--- config.mk ---
export PLATFORM = sky130hd
export DESIGN_NAME = seg7_scan_driver
export DESIGN_NICKNAME = d
export VERILOG_FILES = /design/src/rtl/seg7_scan_driver.sv
export SDC_FILE = /design/constraint.sdc
export NUM_CORES = 1
export LEC_CHECK = 0
export ABC_AREA = 1
export BUFFER_PORTS_ARGS = -buffer_cell sky130_fd_sc_hd__buf_2
export CORE_MARGIN = 4
export CORE_UTILIZATION = 40
export DETAILED_ROUTE_END_ITERATION = 6
export PLACE_DENSITY = 0.7
export SETUP_SLACK_MARGIN = 0.5
export SKIP_LAST_GASP = 1
export SLEW_MARGIN = 15
export SYNTH_ARGS = -nofsm -noshare
export SYNTH_HDL_FRONTEND = slang
export SYNTH_SLANG_ARGS = --single-unit
--- constraint.sdc ---
create_clock -name clk -period 2.9 [get_ports clk]
set_clock_uncertainty 0.2 [all_clocks]
set_input_delay 0.145 -clock clk [delete_from_list [all_inputs] [get_ports clk]]
set_output_delay 0.145 -clock clk [all_outputs]
set_load 0.005 [all_outputs]
--- src/rtl/seg7_scan_driver.sv ---
// -----------------------------------------------------------------------------
// seg7_scan_driver
//
// Time-multiplexed driver for a 4-digit common-anode seven-segment display.
// A 16-bit word (four hex nibbles) plus per-digit blank and decimal-point
// masks is accepted through a valid/ready handshake into a pending buffer.
// The pending buffer is copied to the shadow registers only at a frame
// boundary, so a digit never changes part-way through a scan. All display
// outputs are registered and active-low.
//
// Parameters
//   SCAN_DIV   clock cycles each digit stays selected (>= 2)
//   DEAD       leading cycles of every dwell with all anodes off (< SCAN_DIV)
//
// Ports
//   clk         system clock, rising edge
//   rst_n       asynchronous active-low reset
//   disp_data   four hex digits, digit3 = [15:12] ... digit0 = [3:0]
//   blank_mask  bit i = 1 blanks digit i (sampled with disp_data)
//   dp_mask     bit i = 1 lights the decimal point of digit i
//   disp_valid  load request
//   disp_ready  pending buffer empty
//   an          anode enables, active-low, bit i = digit i
//   seg         segments {dp,g,f,e,d,c,b,a}, active-low
//   frame_tick  one-cycle pulse at the start of each frame
// -----------------------------------------------------------------------------
module seg7_scan_driver #(
    parameter int SCAN_DIV = 50000,
    parameter int DEAD     = 16
) (
    input  logic        clk,
    input  logic        rst_n,
    input  logic [15:0] disp_data,
    input  logic [3:0]  blank_mask,
    input  logic [3:0]  dp_mask,
    input  logic        disp_valid,
    output logic        disp_ready,
    output logic [3:0]  an,
    output logic [7:0]  seg,
    output logic        frame_tick
);

    localparam int                DIV_W    = (SCAN_DIV > 2) ? $clog2(SCAN_DIV) : 1;
    localparam logic [DIV_W-1:0]  DIV_LAST = DIV_W'(SCAN_DIV - 1);
    localparam logic [DIV_W-1:0]  DEAD_C   = DIV_W'(DEAD);

    // Active-low hex decode in {g,f,e,d,c,b,a} order.
    function automatic logic [6:0] hex_to_seg(input logic [3:0] nib);
        case (nib)
            4'h0:    return 7'h40;
            4'h1:    return 7'h79;
            4'h2:    return 7'h24;
            4'h3:    return 7'h30;
            4'h4:    return 7'h19;
            4'h5:    return 7'h12;
            4'h6:    return 7'h02;
            4'h7:    return 7'h78;
            4'h8:    return 7'h00;
            4'h9:    return 7'h10;
            4'hA:    return 7'h08;
            4'hB:    return 7'h03;
            4'hC:    return 7'h46;
            4'hD:    return 7'h21;
            4'hE:    return 7'h06;
            default: return 7'h0E;
        endcase
    endfunction

    // Scan counters
    logic [DIV_W-1:0] div_q, div_d;
    logic [1:0]       idx_q, idx_d;

    // Pending buffer
    logic             pend_full_q, pend_full_d;
    logic [15:0]      pend_data_q, pend_data_d;
    logic [3:0]       pend_blank_q, pend_blank_d;
    logic [3:0]       pend_dp_q, pend_dp_d;

    // Shadow registers (display source)
    logic [15:0]      sh_data_q, sh_data_d;
    logic [3:0]       sh_blank_q, sh_blank_d;
    logic [3:0]       sh_dp_q, sh_dp_d;

    // Registered outputs
    logic [3:0]       an_q, an_d;
    logic [7:0]       seg_q, seg_d;
    logic             frame_tick_q, frame_tick_d;

    logic             dwell_end;
    logic             boundary;
    logic             xfer;
    logic [3:0]       nibble;
    logic             digit_blank;

    always_comb begin
        dwell_end = (div_q == DIV_LAST);
        boundary  = dwell_end && (idx_q == 2'd3);
        // Ready is purely registered state, so xfer never loops back to ready.
        xfer      = disp_valid && !pend_full_q;

        div_d = dwell_end ? '0 : div_q + 1'b1;
        idx_d = dwell_end ? idx_q + 2'd1 : idx_q;

        pend_full_d  = pend_full_q;
        pend_data_d  = pend_data_q;
        pend_blank_d = pend_blank_q;
        pend_dp_d    = pend_dp_q;
        sh_data_d    = sh_data_q;
        sh_blank_d   = sh_blank_q;
        sh_dp_d      = sh_dp_q;

        // A commit needs pend_full already set, which means xfer is blocked in
        // the same cycle; a capture on an empty-buffer boundary therefore waits
        // for the next boundary.
        if (boundary && pend_full_q) begin
            sh_data_d   = pend_data_q;
            sh_blank_d  = pend_blank_q;
            sh_dp_d     = pend_dp_q;
            pend_full_d = 1'b0;
        end else if (xfer) begin
            pend_data_d  = disp_data;
            pend_blank_d = blank_mask;
            pend_dp_d    = dp_mask;
            pend_full_d  = 1'b1;
        end

        nibble      = sh_data_q[{idx_q, 2'b00} +: 4];
        digit_blank = sh_blank_q[idx_q];

        if (digit_blank || (div_q < DEAD_C)) begin
            an_d = 4'b1111;
        end else begin
            an_d = ~(4'b0001 << idx_q);
        end

        if (digit_blank) begin
            seg_d = 8'hFF;
        end else begin
            seg_d = {~sh_dp_q[idx_q], hex_to_seg(nibble)};
        end

        frame_tick_d = boundary;
    end

    always_ff @(posedge clk or negedge rst_n) begin
        if (!rst_n) begin
            div_q        <= '0;
            idx_q        <= 2'd0;
            pend_full_q  <= 1'b0;
            pend_data_q  <= 16'h0000;
            pend_blank_q <= 4'b0000;
            pend_dp_q    <= 4'b0000;
            sh_data_q    <= 16'h0000;
            sh_blank_q   <= 4'b1111;
            sh_dp_q      <= 4'b0000;
            an_q         <= 4'b1111;
            seg_q        <= 8'hFF;
            frame_tick_q <= 1'b0;
        end else begin
            div_q        <= div_d;
            idx_q        <= idx_d;
            pend_full_q  <= pend_full_d;
            pend_data_q  <= pend_data_d;
            pend_blank_q <= pend_blank_d;
            pend_dp_q    <= pend_dp_d;
            sh_data_q    <= sh_data_d;
            sh_blank_q   <= sh_blank_d;
            sh_dp_q      <= sh_dp_d;
            an_q         <= an_d;
            seg_q        <= seg_d;
            frame_tick_q <= frame_tick_d;
        end
    end

    assign disp_ready = ~pend_full_q;
    assign an         = an_q;
    assign seg        = seg_q;
    assign frame_tick = frame_tick_q;

endmodule

Word-level counts from Yosys, hierarchy flattened
Memory sizes are Yosys's and may differ from the RTL's.
Cells that the tools add are included.

word-level totals
  latch bits = 0
  output and inout bits = 14
  bits in read-only memories = 112
  register bits = 80
  RAM bits = 0
  memories = 1

memory list
  name             depth  width  rd ports  clocked after Yosys merged registers in  wr ports  line  RTL
  (no name shown)  16     7      1         0                                        0         49    case (nib)

cells by class
  order comparisons = 2
  mux-type cells = 9
  add/subtract/negate cells = 2
  reduce and logical (&&, ||, !) cells = 7
  multiply operators = 0
  bitwise logic cells = 4
  divide/modulo/power cells = 0
  equality and inequality tests = 2
  shift operators = 2

operators with widths
  operator               number
  $add 16x1->16 const B  1
  $eq 16x16->1 const B   1
  $lt 16x5->1 const B    1
  $mux 16                1
  $shiftx 16x5->4        1
  $mux 8                 1
  $bmux 1 s2             2
  $mux 1                 4
  $mux 4                 1
  $not 4->4              1
  $shl 1x2->4 const A    1
  $logic_and 1x1->1      3
  $lt 2x3->1 const B     1
  $not 1->1              3
  $add 2x1->2 const B    1
  $eq 2x2->1 const B     1
  $reduce_and 2->1       1
  $reduce_bool 2->1      1
  $logic_not 1->1        1
  $logic_or 1x1->1       1

Logic depth before layout (Yosys ltp)
  depth after elaboration = 5
  mapped depth = 11

Worst setup path before layout
Ideal clock, no wire load.

  path type = register -> register
  start point = register idx_q[0]
  end point = register seg_q[5], in the netlist seg[5]
  setup time = 77 ps
  path slack = 1117 ps
  cell stages (with the launch flop) = 12
  data required time = 2623 ps
  path buffers = 1
  arrival time = 1505 ps
  cell sequence = dfrtp_1 inv_2 buf_2 nand2_1 nand3_1 nand2_1 clkinv_1 ha_1 nand3_1 nor2_1 nor2_1 nand2_1

on the way
  cells in the longest elaborated chain, start to end = 3
  elaborated cells on any way between the ends = 5
  those cells by class = shift (1); mux (3); memory (1)

ends and longest elaborated chain
  element                                        line      RTL
  start, declared                                71        logic [1:0] idx_q, idx_d;
  start signal, assigned                         161       idx_q <= idx_d;
  $shiftx 16x5->4 or $bmux 1 s2 (tied branches)  127, 128
  $mem_v2 16x7 or $mux 1 (tied branches)         n/a
  $mux 8 *                                       136       if (digit_blank) begin
  named net seg_d[5]                             86        logic [7:0] seg_q, seg_d;
  end signal, assigned                           170       seg_q <= seg_d;
  end, declared                                  86

The timed path passes the listed nets; every way through them passes the cells marked *. The select of a mux whose other input is x is not followed.
A chain may end at the register's enable or synchronous reset.

Final worst setup path
  start point = register idx_q[0]
  end point = register seg_q[0], in the netlist seg[0]

The elaborated chain is that of the path after synthesis.

==> results.tsv <==
metric	value	unit
ys_ff_latch	80	
dpl.hpwl	5230	um
grt_pass1_vias	2936	
worst_setup_path_end_kind	register	
use_met3	3.913	%
htreeDepth	3	
fillers	891	
syn_avg_cell_area	9.193	um^2
cp.required	2.97	ns
overflow	0	
grt_max_degree	81	
combPwrFrac	4.4	%
grtUsageMet2	22.48	%
synth_cell_types	28	
finalSetupViolations	0	
hp-class	reg2reg	
rsz0062_at_grt	no	
fmax	472.3	MHz
p_int	1645	uW
nets	527	
ant_nets	0	
route.final.wire_length	7848	um
portBuffers	40	
grt_pass1_wl	13920	um
syn_area	3916	um^2
most-common-layout-cells	nand2_1, dfrtp_1, nor2_1	
grt_use_total	15.07	%
drc_errors	0	
synthCells	426	
period_share	73.00	%
max_slew_margin	34.32	%
clk_pin_slew	0.08	ns
wl_per_cell	12.60	um
drtIter0Drc	176	
cts_tree	built	
rows	35	
final_area	4648	um^2
power_switching	491.2	uW
p_leak	0.002346	uW
ys_seq_area_share	51.63	%
worstPathArrival	2.18	ns
async_reset_ff_share	100.0	%
utilization	49.60	%
tns	0	ns
die_x	106.9	um
synthFlopType	dfrtp_1	
routed_via_density	4.835	
drv_cap	0	
root_buffer	clkbuf_8	
drive_gt1_share	20.85	%
power_density	459.5	nW/um^2
final_common_cell	nand2_1	
finalHoldViolCount	0	
core_area	9371	um^2
syn_to_final_growth	18.69	%
initial_core_util	41.79	%
diodes	0	
clkPwrFrac	40.5	%
drt_first_pass_iters	5	
clkLatencyLatePin	0.35	ns
synth_nets	464	
yosys_warnings	0	
use_met1	21.47	%
top_usage_layer	met2	
slew_violations	0	
dieHeight	106.9	um
vias	3012	
path_class	reg2reg	
synth_edf_count	0	
cp_max_fo	16	
p_seq_share	55.1	%
ioPinCount	41	
clk_path_buf_depth	2	
clkSinkCount	80	
period_needed	2.117	ns
post_cts_buffers	0	
crit_path_start_kind	register	
dpl-instance-area	4175	um^2
outcome	finished, final reports clean	
vdd_drop_max	0.0003546	V
gp_congestion	0.9026	
antenna_found_initial	0	
cts_made_buffers	9	
tightest_slew	0.9853	ns
power.share.switching	23.00	%
die_area	11440	um^2
-- per-stage QoR --
step | instances | power [uW] | hold WS (ns) | setup slack (ns)
after floorplan | 426 | 1217 | -0.3506 | 1.117
after global placement | 581 | 1264 | 0.1560 | 0.6791
after detailed placement | 581 | 1268 | 0.1613 | 0.6317
after CTS | 623 | 2167 | 0.2721 | 0.6091
after global routing | 623 | 2232 | 0.2973 | 0.5452
final | 623 | 2136 | 0.2696 | 0.7829
-- cell families after synthesis --
family / after synthesis / synth area share (%)
mux: 24 / 6.901
compound gates: 10 / 1.374
simple gates: 242 / 28.37
xor+xnor: 8 / 1.789
flops: 80 / 51.63
fa+ha+maj: 11 / 3.514
buf+inv: 51 / 6.422
-- critical path, cell delays in order (launching register included) --
cell      delay, ns
dfrtp_2        0.52
inv_2          0.19
nand2_1        0.09
nand3_1        0.07
nand2_1        0.22
clkinv_1       0.17
ha_1           0.26
nand3_1        0.12
nand2_1        0.06
nand2_1        0.06
nand3_1        0.06
-- synthesized netlist by cell type (6+ instances only) --
master | instances | share of area [%]
buf_2 | 9 | 1.2
buf_6 | 6 | 1.7
dfrtp_1 | 64 | 41
dfstp_2 | 16 | 11
ha_1 | 11 | 3.5
inv_1 | 27 | 2.6
inv_2 | 7 | 0.67
mux2_1 | 18 | 5.2
mux2_2 | 6 | 1.7
nand2_1 | 115 | 11
nand2_2 | 6 | 0.96
nand3_1 | 39 | 5.0
nand4_1 | 28 | 4.5
nor2_1 | 41 | 3.9
xor2_1 | 8 | 1.8
-- what timing repair did --
item	4_1_cts	5_1_grt
hold endpoints to repair	89	0
hold buffers	26	0
endpoints found under the setup margin	0	5
resized for setup	0	1
-- path summary, 6_finish.rpt --
| check | start | to | slack, ns | cells past startpoint |
|---|---|---|---|---|
| max in group asynchronous | rst_n | idx_q[0] | 1.50 | 2 |
| setup reg to reg | idx_q[0] | seg[0] | 0.78 | 10 |
| hold / removal | sh_blank_q[2] | sh_blank_q[2] | 0.27 | 2 |
| hold reg to reg | sh_blank_q[2] | sh_blank_q[2] | 0.27 | 2 |
| min in group asynchronous | rst_n | pend_data_q[9] | 0.29 | 2 |
| setup / recovery | idx_q[0] | seg[0] | 0.78 | 10 |
-- layer usage --
layer | share of wire, % | up-vias
li1 | - | 1516
met1 | 48 | 1410
met2 | 46 | 82
met3 | 4.5 | 4
met4 | 0.93 | 0
met5 | 0 | -
-- state kept, by name, summed over array words and instances (netlist names) --
signal,count
an,4
div_q,16
frame_tick,1
idx_q,2
pend_blank_q,4
pend_data_q,16
pend_dp_q,4
pend_full_q,1
seg,8
sh_blank_q,4
sh_data_q,16
sh_dp_q,4
-- power groups by stage --
stage / Combinational, uW / Clock [uW] / Sequential, uW
2_1_floorplan: 27.2 / 0 / 1190
3_3_place_gp: 66.0 / 0 / 1200
3_5_place_dp: 68.8 / 0 / 1200
4_1_cts: 95.6 / 894 / 1180
5_1_grt: 108 / 943 / 1180
6_report: 94.5 / 865 / 1180
-- final cells by class --
cell class              instances  area (um^2)  area share [%]
clock buffers                  10        137.6           2.961
inverters                      35        131.4           2.826
repair buffers                 68        478.0           10.28
multi-input cells             295         1643           35.34
well taps                     129        161.4           3.472
flip-flops and latches         80         2023           43.53
clock inverters                 6        73.82           1.588
Note: power is estimated with default switching activity, not from simulation.
